===== src/rtl/alu_sequencer.sv =====
// Multi-cycle controller for a 16-bit combinational ALU (ADD/AND/NOT/PASS).
// It builds SUB, OR, SHL and MUL from sequences of native ALU steps and uses a Start/Ready/Done handshake.
module alu_sequencer #(
  parameter int unsigned WIDTH = 16
) (
  input  logic             Clk,
  input  logic             Reset,
  input  logic             Start,
  input  logic [2:0]       Op,
  input  logic [WIDTH-1:0] OpA,
  input  logic [WIDTH-1:0] OpB,
  output logic             Ready,
  output logic             Done,
  output logic [WIDTH-1:0] Result,
  output logic [WIDTH-1:0] AluA,
  output logic [WIDTH-1:0] AluB,
  output logic [1:0]       AluFn,
  input  logic [WIDTH-1:0] AluOut
);

  typedef enum logic [1:0] {S_IDLE, S_EXEC, S_FINISH} state_e;
  typedef enum logic [2:0] {
    OP_ADD, OP_AND, OP_NOT, OP_PASS, OP_SUB, OP_OR, OP_SHL, OP_MUL
  } op_e;
  typedef enum logic [1:0] {FN_ADD, FN_AND, FN_NOT, FN_PASS} fn_e;

  state_e           r_state, w_state_nx;
  op_e              r_op;
  logic [WIDTH-1:0] r_a, r_b, r_t, r_u, r_p, r_m, r_q, r_result;
  logic [4:0]       r_cnt;
  logic             r_mul_add;

  logic [WIDTH-1:0] w_a, w_b, w_final;
  fn_e              w_fn;
  logic             w_wr_t, w_wr_u, w_last;

  always_comb begin
    w_state_nx = r_state;
    w_a        = '0;
    w_b        = '0;
    w_fn       = FN_PASS;
    w_wr_t     = 1'b0;
    w_wr_u     = 1'b0;
    w_last     = 1'b0;
    case (r_state)
      S_IDLE: begin
        if (Start) begin
          w_state_nx = (op_e'(Op) == OP_MUL && OpB == '0) ? S_FINISH : S_EXEC;
        end
      end
      S_EXEC: begin
        case (r_op)
          OP_ADD, OP_AND, OP_NOT, OP_PASS: begin
            w_a    = r_a;
            w_b    = r_b;
            w_fn   = fn_e'(r_op[1:0]);
            w_wr_t = 1'b1;
            w_last = 1'b1;
          end
          OP_SUB: begin
            w_wr_t = 1'b1;
            case (r_cnt)
              5'd0: begin w_a = r_b; w_fn = FN_NOT; end
              5'd1: begin w_a = r_t; w_b = WIDTH'(1); w_fn = FN_ADD; end
              default: begin w_a = r_a; w_b = r_t; w_fn = FN_ADD; w_last = 1'b1; end
            endcase
          end
          OP_OR: begin
            case (r_cnt)
              5'd0: begin w_a = r_a; w_fn = FN_NOT; w_wr_t = 1'b1; end
              5'd1: begin w_a = r_b; w_fn = FN_NOT; w_wr_u = 1'b1; end
              5'd2: begin w_a = r_t; w_b = r_u; w_fn = FN_AND; w_wr_t = 1'b1; end
              default: begin w_a = r_t; w_fn = FN_NOT; w_wr_t = 1'b1; w_last = 1'b1; end
            endcase
          end
          OP_SHL: begin
            w_wr_t = 1'b1;
            if (r_cnt == 5'd0) begin
              w_a  = r_a;
              w_fn = FN_PASS;
            end else begin
              w_a  = r_t;
              w_b  = r_t;
              w_fn = FN_ADD;
            end
            w_last = (r_cnt[3:0] == r_b[3:0]);
          end
          OP_MUL: begin
            // Alternates accumulate (when Q[0]=1) and doubling; finishes after the doubling that empties Q.
            w_fn = FN_ADD;
            if (r_mul_add) begin
              w_a = r_p;
              w_b = r_m;
            end else begin
              w_a    = r_m;
              w_b    = r_m;
              w_last = (r_q[WIDTH-1:1] == '0);
            end
          end
        endcase
        if (w_last) w_state_nx = S_FINISH;
      end
      S_FINISH: w_state_nx = S_IDLE;
      default:  w_state_nx = S_IDLE;
    endcase
  end

  always_ff @(posedge Clk) begin
    if (Reset) begin
      r_state   <= S_IDLE;
      r_op      <= OP_ADD;
      r_a       <= '0;
      r_b       <= '0;
      r_t       <= '0;
      r_u       <= '0;
      r_p       <= '0;
      r_m       <= '0;
      r_q       <= '0;
      r_cnt     <= '0;
      r_mul_add <= 1'b0;
      r_result  <= '0;
    end else begin
      r_state <= w_state_nx;
      case (r_state)
        S_IDLE: begin
          if (Start) begin
            r_op      <= op_e'(Op);
            r_a       <= OpA;
            r_b       <= OpB;
            r_cnt     <= '0;
            r_p       <= '0;
            r_m       <= OpA;
            r_q       <= OpB;
            r_mul_add <= OpB[0];
          end
        end
        S_EXEC: begin
          r_cnt <= r_cnt + 5'd1;
          if (w_wr_t) r_t <= AluOut;
          if (w_wr_u) r_u <= AluOut;
          if (r_op == OP_MUL) begin
            if (r_mul_add) begin
              r_p       <= AluOut;
              r_mul_add <= 1'b0;
            end else begin
              r_m       <= AluOut;
              r_q       <= r_q >> 1;
              r_mul_add <= r_q[1];
            end
          end
        end
        S_FINISH: r_result <= w_final;
        default: ;
      endcase
    end
  end

  assign w_final = (r_op == OP_MUL) ? r_p : r_t;
  assign Ready   = (r_state == S_IDLE);
  assign Done    = (r_state == S_FINISH);
  // Result is visible during the Done cycle and then held in r_result.
  assign Result  = (r_state == S_FINISH) ? w_final : r_result;
  assign AluA    = w_a;
  assign AluB    = w_b;
  assign AluFn   = w_fn;

endmodule

===== config.mk =====
export PLATFORM = sky130hd
export DESIGN_NAME = alu_sequencer
export DESIGN_NICKNAME = d
export VERILOG_FILES = /design/src/rtl/alu_sequencer.sv
export SDC_FILE = /design/constraint.sdc
export NUM_CORES = 1
export LEC_CHECK = 0
export ABC_CLOCK_PERIOD_IN_PS = 2200
export BUFFER_PORTS_ARGS = -buffer_cell sky130_fd_sc_hd__buf_2
export CAP_MARGIN = 5
export CORE_ASPECT_RATIO = 1.1
export CORE_MARGIN = 2
export CORE_UTILIZATION = 52
export CTS_CLUSTER_DIAMETER = 30
export DETAILED_ROUTE_END_ITERATION = 8
export PLACE_DENSITY_LB_ADDON = 0.08
export SYNTH_ARGS = -nofsm -noshare
export SYNTH_HDL_FRONTEND = slang
export SYNTH_SLANG_ARGS = --single-unit

===== constraint.sdc =====
create_clock -name Clk -period 2.2 [get_ports Clk]
set_clock_uncertainty 0.05 [all_clocks]
set_input_delay 0.22 -clock Clk [delete_from_list [all_inputs] [get_ports Clk]]
set_output_delay 0.22 -clock Clk [all_outputs]
set_load 0.02 [all_outputs]

==> impl_metrics.toml, run 1 <==
[power]
p_sw_mw = 2.05
pwr-share-clk_pct = 41.5
power_density_mw_per_mm2 = 648
p_seq_share_pct = 40.4
peakVddDrop_uv = 468
internal-power_mw = 4.81
leakagePower_nw = 4.11
comb_power_share_pct = 18.1
p_sw_share_pct = 29.9

[route]
wire_per_inst_microns = 20.9
wl_microns = 28100
routed-via-count = 8235
drtIter0Drc = 936
drc = 0
drtPass1Iterations = 6
post_drt_via_cell_ratio = 6.13
drtAntennaViolNets = 0

[setup_path]
cp_data_required_time_ps = 1930
cp.arrival_ps = 2370
crit_type = "flop to output pin"
cp-start-kind = "flop"
end_kind = "output pin"
cp_max_fo = 7
r2r-start = "r_cnt[1]"
cp-startpoint = "r_cnt[0]"

[place]
dp_hpwl_microns = 18900
portBuffers = 105
placed_cell_area_sq_mm = 0.00887
place_congestion = 1.00

[job]
cap_violations = 0

[synth]
ys.warnings.count = 0
syn_area_sq_mm = 0.00750
syn_nets = 1053
seq_area_frac_synth_pct = 36.8
synth-async-reset-ratio_pct = 0
syn_avg_cell_area_sq_um = 7.54
synthFlopType = "dfxtp_1"
synth_cell_types = 66
yosys_register_bits = 138
synth_edf_count = 0
synthCells = 995

[clock_network]
htreeDepth = 4
clock_latency_ps = 430
numCtsBuffers = 17
clk_pin_slew_worst_paths_ps = 60
cts_tree = "done"
cts.path.max_buffers = 2
cts-root-buf = "clkbuf_16"
cts.sinks = 138

[global_route]
grt_pass1_wl_microns = 42800
grt_max_degree = 120
grt_usage_pct = 36.0
grt-ovfl-total = 0
antenna_found_initial = 0
grt_pass1_vias = 7626

[status]
violations = "setup timing"
status = "finished with violations"

[final_layout]
fin_nets = 1196
fin_area_sq_mm = 0.0106
antennaDiodeCount = 0
layout-drive-gt1-share_pct = 31.2
fillCellCount = 1134
final_core_util_pct = 74.1
area_growth_pct = 41.0

[timing]
maxSlewViolCount = 0
setup_ws_ps = -444
fin_crit_sh_pct = 120
fmax_mhz = 378
worst_slew_pin_slew_ps = 683
period_needed_ps = 2640
setup_viol = 33
relSlewSlack_pct = 54.4
grt_setup_unrepaired = "yes"
fin_hold_ws_ps = 9.06
hold_viol_final = 0

[die]
die_area_sq_mm = 0.0154
dieWidth_microns = 119
io_pins = 106
die_h_microns = 130
start_util_pct = 52.6
design.core.area_sq_mm = 0.0143
rows = 46

[min_path]
hold_class = "input port to flop"
min-delay-start = "OpA[5]"
==> power groups by stage <==
stage               clock network [mW]  registers, mW  logic [mW]
CTS                               2.86           2.76        1.17
floorplan                            0           2.76       0.656
finish                            2.85           2.77        1.24
detailed placement                   0           2.81        1.05
global route                      2.97           2.78        1.32
global placement                     0           2.80        1.04
==> final cells by class <==
class                           count  area (sq um)  share of cell area, %
Sequential cell                   138          2780                   26.3
Clock inverter                     14           146                   1.38
Clock buffer                       18           429                   4.06
Inverter                           21          83.8                  0.792
Timing Repair Buffer              219          1900                   18.0
Tap cell                          192           240                   2.27
Multi-Input combinational cell    741          5000                   47.3
==> layout by cell type (no fill, tap or decap), types with 4 or more instances in the layout <==
cell type / count
a41oi_4: 10
clkinv_2: 5
inv_1: 19
buf_2: 70
buf_6: 38
a41oi_2: 5
nand3_1: 16
nand2_2: 14
a21oi_1: 84
nand2_1: 229
o32ai_2: 5
buf_4: 77
nand3_2: 5
o32ai_1: 10
dlygate4sd3_1: 14
or3_1: 18
a22oi_1: 23
dfxtp_2: 7
buf_12: 16
mux2i_1: 32
o2111ai_2: 9
xor2_1: 6
nor2_1: 41
o21ai_2: 6
and2_1: 18
nand2_4: 12
nor3_1: 7
a311oi_1: 30
o21ai_0: 59
a22oi_2: 4
o21ai_1: 22
nor4_1: 6
a21boi_0: 4
clkbuf_16: 17
dfxtp_1: 129
==> state kept, by name, summed over array words and instances (netlist names) <==
| name | flops |
|---|---|
| r_a | 16 |
| r_b | 16 |
| r_cnt | 5 |
| r_m | 16 |
| r_mul_add | 1 |
| r_op | 3 |
| r_p | 16 |
| r_q | 15 |
| r_result | 16 |
| r_state | 2 |
| r_t | 16 |
| r_u | 16 |
==> critical path, cell delays in order, from the launching register on <==
cell	delay, ps
dfxtp_4	380
inv_4	50
ha_4	160
nor4b_4	140
buf_4	160
a2111oi_4	170
buf_4	190
buf_12	160
buf_12	110
nand2_4	50
a41oi_4	230
buf_6	140
==> final timing paths <==
path | to | slack [ps] | cells after the start
worst max-delay path | AluB[9] | -440 | 11
worst max register to register | r_u[0] | 110 | 8
worst min register to register | r_a[9] | 400 | 2
worst min-delay path | r_a[5] | 9 | 3
==> stage by stage <==
stage	setup TNS [ps]	instances	setup WS, ps	power (mW)
2_1_floorplan	0	995	14.0	3.41
5_1_grt	-14090	1343	-484	7.07
3_5_place_dp	-667	1282	-148	3.85
3_3_place_gp	-1140	1282	-154	3.85
4_1_cts	-11940	1336	-456	6.79
6_report	-12280	1343	-444	6.86
==> synth_stat cells, types with 3 or more instances <==
master	number	area (sq um)
o2111ai_2	8	120
a211oi_1	3	22.5
inv_1	21	78.8
nand4_1	3	18.8
o32ai_1	15	131
buf_2	18	90.1
buf_6	6	67.6
nand2b_1	4	25.0
ha_1	4	50.1
a21oi_1	85	425
clkbuf_1	63	236
nor4_1	7	43.8
nand2_1	255	957
nand3_1	22	110
a41oi_1	15	131
dfxtp_1	138	2760
a21boi_0	4	30.0
nor2_1	41	154
and2_1	18	113
or3_1	18	113
o21ai_0	85	425
xor2_1	6	52.6
a22oi_1	27	203
a311oi_1	30	263
a221oi_1	3	26.3
o2111ai_1	4	35.0
mux2i_1	32	320
buf_1	6	22.5
nor3_1	10	50.1
==> what timing repair did <==
item	CTS	global route
setup endpoints to repair	49	50
gates cloned	4	0
buffers inserted	6	8
resized for setup	168	52
hold buffers	14	0
hold endpoints to repair	14	0
pin swaps	34	20
==> cells by family after synthesis <==
kind of cell	share of synthesized area [%]
AO/OA/AOI/OAI	27.1
XOR/XNOR	0.817
adder cells (fa/ha/maj)	0.667
buffers and inverters	6.80
flip-flops	36.8
multiplexers	4.27
AND/OR/NAND/NOR	23.6
==> per-layer routing <==
layer	share of wire [%]	vias up	track usage, %	wire [microns]
met5	0	-	0	0
met1	41	3886	48.0	11700
met4	3.9	0	16.7	1090
met2	46	435	56.1	12900
met3	8.9	87	7.69	2490
li1	-	3827	-	-
Power figures use the tool's default switching activity.
==> run 2: changes to the inputs <==
SETUP_SLACK_MARGIN = 0.4   (was default)
==> run 2 against run 1 <==
The flow still finishes with violations (setup timing). Combinational power grew 11%. Worst hold slack got worse by 1.1 ps. Fmax decreased by 0.77%. Flip-flop and latch count is the same. Routed wire length increased by 7.3%. Final area grew 6.3%. Largest cell class unchanged. Highest routed layer unchanged.
==> impl_metrics.toml, run 2 (synthesis results as in run 1) <==
[status]
status = "finished with violations"
violations = "setup timing"

[timing]
setup_viol = 65
worst_slew_pin_slew_ps = 650
fin_hold_ws_ps = 7.95
setup_ws_ps = -465
relSlewSlack_pct = 56.6
fmax_mhz = 375
hold_viol_final = 0
grt_setup_unrepaired = "yes"
period_needed_ps = 2660
maxSlewViolCount = 0
fin_crit_sh_pct = 121

[power]
power_density_mw_per_mm2 = 633
peakVddDrop_uv = 484
leakagePower_nw = 4.01

[setup_path]
crit_path_frequent_cell = "buf_6"
cp_max_fo = 9
crit_type = "flop to output pin"
cpLargestDelayFamily = "buffers and inverters"
slowest_stage = "dfxtp_4"
crit_path_max_incr_delay_ps = 370
cp_num_buf_inv = 4
cp-start-kind = "flop"
worstPathCellList = "inv_4, ha_4, buf_6, nor4b_4, nor3_2, buf_4, o21ai_0, o2111ai_2, buf_6"
cp_data_required_time_ps = 1930
cp.arrival_ps = 2390
end_kind = "output pin"

[final_layout]
area_growth_pct = 49.9
fin_nets = 1210
final_cell_mix = "nand2_1, dfxtp_1, buf_4"
antennaDiodeCount = 0
layout-drive-gt1-share_pct = 37.3
final_cells = 1357
final_common_cell = "nand2_1"

[route]
drtPass1Iterations = 6
drc = 0
routed-via-count = 8797
wire_per_inst_microns = 22.2
drtAntennaViolNets = 0
drtIter0Drc = 1229
post_drt_via_cell_ratio = 6.48
wl_microns = 30200

[clock_network]
cts-root-buf = "clkbuf_16"
cts.path.max_buffers = 2
numCtsBuffers = 17
htreeDepth = 4
cts_tree = "done"
clk_pin_slew_worst_paths_ps = 60
clock_latency_ps = 420
cts.sinks = 138

[die]
design.core.area_sq_mm = 0.0143
start_util_pct = 52.6
dieWidth_microns = 119
die_h_microns = 130
rows = 46
die_area_sq_mm = 0.0154
io_pins = 106

[global_route]
grt-ovfl-total = 0
antenna_found_initial = 0
grt_usage_pct = 36.9
grt_pass1_wl_microns = 44100
grt_max_degree = 120
grt_pass1_vias = 8016

[place]
portBuffers = 105
dp_hpwl_microns = 18100
place_congestion = 0.925
dp_cells = 1281

[job]
cap_violations = 0

[min_path]
hold_class = "input port to flop"
run 2: final cells by class:
| cell class | count | area (sq um) |
|---|---|---|
| clock buffer | 20 | 447 |
| clock inverter | 12 | 148 |
| fill | 978 | 3030 |
| inverter | 21 | 83.8 |
| multi-input combinational | 741 | 5340 |
| sequential | 138 | 2790 |
| tap | 192 | 240 |
| timing repair buffer | 233 | 2200 |
run 2: where the power goes:
part | switching [mW] | internal, mW | leakage, nW
sequential | 0.160 | 2.62 | 1.13
combinational | 0.789 | 0.586 | 2.59
clock | 1.15 | 1.81 | 0.290
run 2: path summary, 6_finish.rpt:
check / from / slack [ps] / endpoint / cells past startpoint
setup / recovery: r_cnt[0] / -460 / AluA[3] / 9
hold / removal: AluOut[11] / 8 / r_u[11] / 3
setup reg to reg: r_cnt[1] / -190 / r_u[8] / 11
hold reg to reg: r_a[6] / 400 / r_a[6] / 2
run 2: metrics by stage:
stage | util [%] | power (mW) | setup TNS (ps) | instance area [sq um] | setup WS (ps)
after floorplan | - | 3.43 | 0 | 7900 | 17.1
after global placement | 62.8 | 3.85 | -168 | 8970 | -28.5
after detailed placement | 62.8 | 3.86 | -812 | 8970 | -74.7
after CTS | 74.5 | 6.95 | -11970 | 10600 | -426
after global routing | 78.8 | 7.31 | -20640 | 11200 | -515
final | 78.8 | 7.12 | -17620 | 11200 | -465
run 2: per-layer routing:
layer  part of all wire, %  GRT usage, %  wire length (microns)  vias up
met5                     0             0                      0        -
met4                   4.3          16.9                   1300        0
met3                   8.7          5.55                   2620      135
met2                    47          59.6                  14200      580
met1                    40          49.3                  12000     4199
li1                      -             -                      -     3883
run 2: timing repair:
| item | CTS | global route |
|---|---|---|
| setup endpoints to repair | 132 | 126 |
| gates resized for setup | 208 | 136 |
| buffers inserted | 14 | 12 |
| gates cloned | 3 | 1 |
| hold buffers | 14 | 0 |
| hold endpoints to repair | 14 | 0 |
| pin swaps | 17 | 58 |
run 2: worst min-delay path, cell delays in order:
cell and delay [ps]:
buf_2 120, nand2_1 50, a21oi_1 50
==> run 3: changes to the inputs <==
RECOVER_POWER = 50   (was default)
==> run 3 against run 2 <==
The flow still finishes with violations (setup timing). Sequential share of layout area is 0.19 points higher. Combinational power hardly changed. Die area did not move. Largest power group unchanged. Highest routed layer unchanged.
==> impl_metrics.toml, run 3 (synthesis results as in run 1) <==
[setup_path]
worst-r2r-cell-count = 11
cp_max_fo = 15
rrSetupSlack_ps = -190
r2r-end = "r_u[8]"
crit_type = "flop to output pin"
cp.arrival_ps = 2400
r2r-start = "r_cnt[1]"
end_kind = "output pin"
cp_data_required_time_ps = 1930
cp-start-kind = "flop"

[min_path]
worst_hold_path.num_cells = 3
hold_end = "r_b[4]"
hold_class = "input port to flop"
min-delay-start = "OpB[4]"

[timing]
setup_ws_ps = -473
hold_viol_final = 0
maxSlewViolCount = 0
tns_ps = -23930
worst_slew_pin_slew_ps = 741
fin_crit_sh_pct = 122
relSlewSlack_pct = 50.5
period_needed_ps = 2670
grt_setup_unrepaired = "yes"
fin_hold_ws_ps = 5.31
fmax_mhz = 374
setup_viol = 89

[power]
peakVddDrop_uv = 491
leakagePower_nw = 4.05
power_density_mw_per_mm2 = 639

[die]
rows = 46
design.core.area_sq_mm = 0.0143
start_util_pct = 52.6
dieWidth_microns = 119
die_h_microns = 130
io_pins = 106
die_area_sq_mm = 0.0154

[status]
status = "finished with violations"
violations = "setup timing"

[final_layout]
fin_nets = 1210
area_growth_pct = 48.3
fin_area_sq_mm = 0.0111
final_common_cell = "nand2_1"
multi_input_area_sq_mm = 0.00525
layout-drive-gt1-share_pct = 35.6
antennaDiodeCount = 0
final_cell_mix = "nand2_1, dfxtp_1, buf_4"
fillCellCount = 1003
regArea_sq_mm = 0.00278

[global_route]
grt_max_degree = 120
grt_usage_pct = 36.9
grt_pass1_wl_microns = 44100
grt-ovfl-total = 0
grt_pass1_vias = 8016
antenna_found_initial = 0

[place]
portBuffers = 105
dp_slack_ps = -74.7
place_congestion = 0.925
dp_hpwl_microns = 18100
placed_cell_area_sq_mm = 0.00897

[clock_network]
clk_pin_slew_worst_paths_ps = 60
numCtsBuffers = 17
cts_tree = "done"
cts.path.max_buffers = 2
htreeDepth = 4
cts-root-buf = "clkbuf_16"
cts.sinks = 138
clock_latency_ps = 430

[route]
drtPass1Iterations = 6
wl_microns = 30100
wire_per_inst_microns = 22.1
routed-via-count = 8725
drtIter0Drc = 1227
wl_met1_microns = 11800
post_drt_via_cell_ratio = 6.43
drc = 0
wl_met2_microns = 14200
top_layer = "met4"
drtAntennaViolNets = 0
dr_wl_met3_microns = 2740

[job]
cap_violations = 0
run 3: cell count changes in the layout (fill, tap and decap cells not counted), moves of 3 or more:
cell	previous run	this run
mux2i_1	16	27
mux2i_4	5	2
mux2i_2	11	3
clkbuf_1	2	5
run 3: cell type report:
class	count	share of cell area [%]
Clock inverter	12	1.33
Clock buffer	20	4.01
Multi-Input combinational cell	741	47.2
Timing Repair Buffer	233	19.6
Sequential cell	138	25.0
Inverter	21	0.753
Tap cell	192	2.16
run 3: report_power, final:
| group | leakage (nW) | switching [mW] | internal, mW |
|---|---|---|---|
| sequential | 1.13 | 0.154 | 2.62 |
| combinational | 2.63 | 0.787 | 0.572 |
| clock | 0.290 | 1.16 | 1.81 |
| total | 4.05 | 2.10 | 5.00 |
run 3: worst max-delay path, stage by stage, from the launching register on:
cell,delay [ps]
dfxtp_4,380
inv_4,50
ha_4,150
buf_6,130
nor4b_4,140
buf_4,140
a2111oi_4,270
buf_12,210
nand2_1,100
a41oi_4,230
buf_6,150
run 3: how the worst max path moves through the flow:
stage,from,to,slack [ps],cells past startpoint
2_1_floorplan,r_cnt[0],AluA[13],20,8
3_3_place_gp,r_cnt[1],AluA[7],-30,9
3_5_place_dp,r_cnt[1],AluA[7],-70,9
4_1_cts,r_cnt[1],AluA[1],-430,8
5_1_grt,r_state[0],AluA[14],-540,7
6_report,r_cnt[0],AluB[15],-470,10
run 3: through the flow:
stage	instances	utilization (%)	power [mW]
finish	1357	78.0	7.11
global route	1357	78.0	7.29
CTS	1344	74.5	6.95
detailed placement	1281	62.8	3.86
global placement	1281	62.8	3.85
floorplan	995	-	3.43
run 3: timing repair:
item / CTS / global route
pin swaps: 17 / 58
cloned: 3 / 1
resized for setup: 208 / 136
setup buffers: 14 / 12
endpoints found under the hold margin: 14 / 0
endpoints found under the setup margin: 132 / 126
hold buffers: 14 / 0
run 3: per-layer routing:
metal	vias up	track usage [%]
met4	0	16.9
met2	591	59.6
met3	134	5.55
met1	4116	49.3
li1	3884	-
met5	-	0
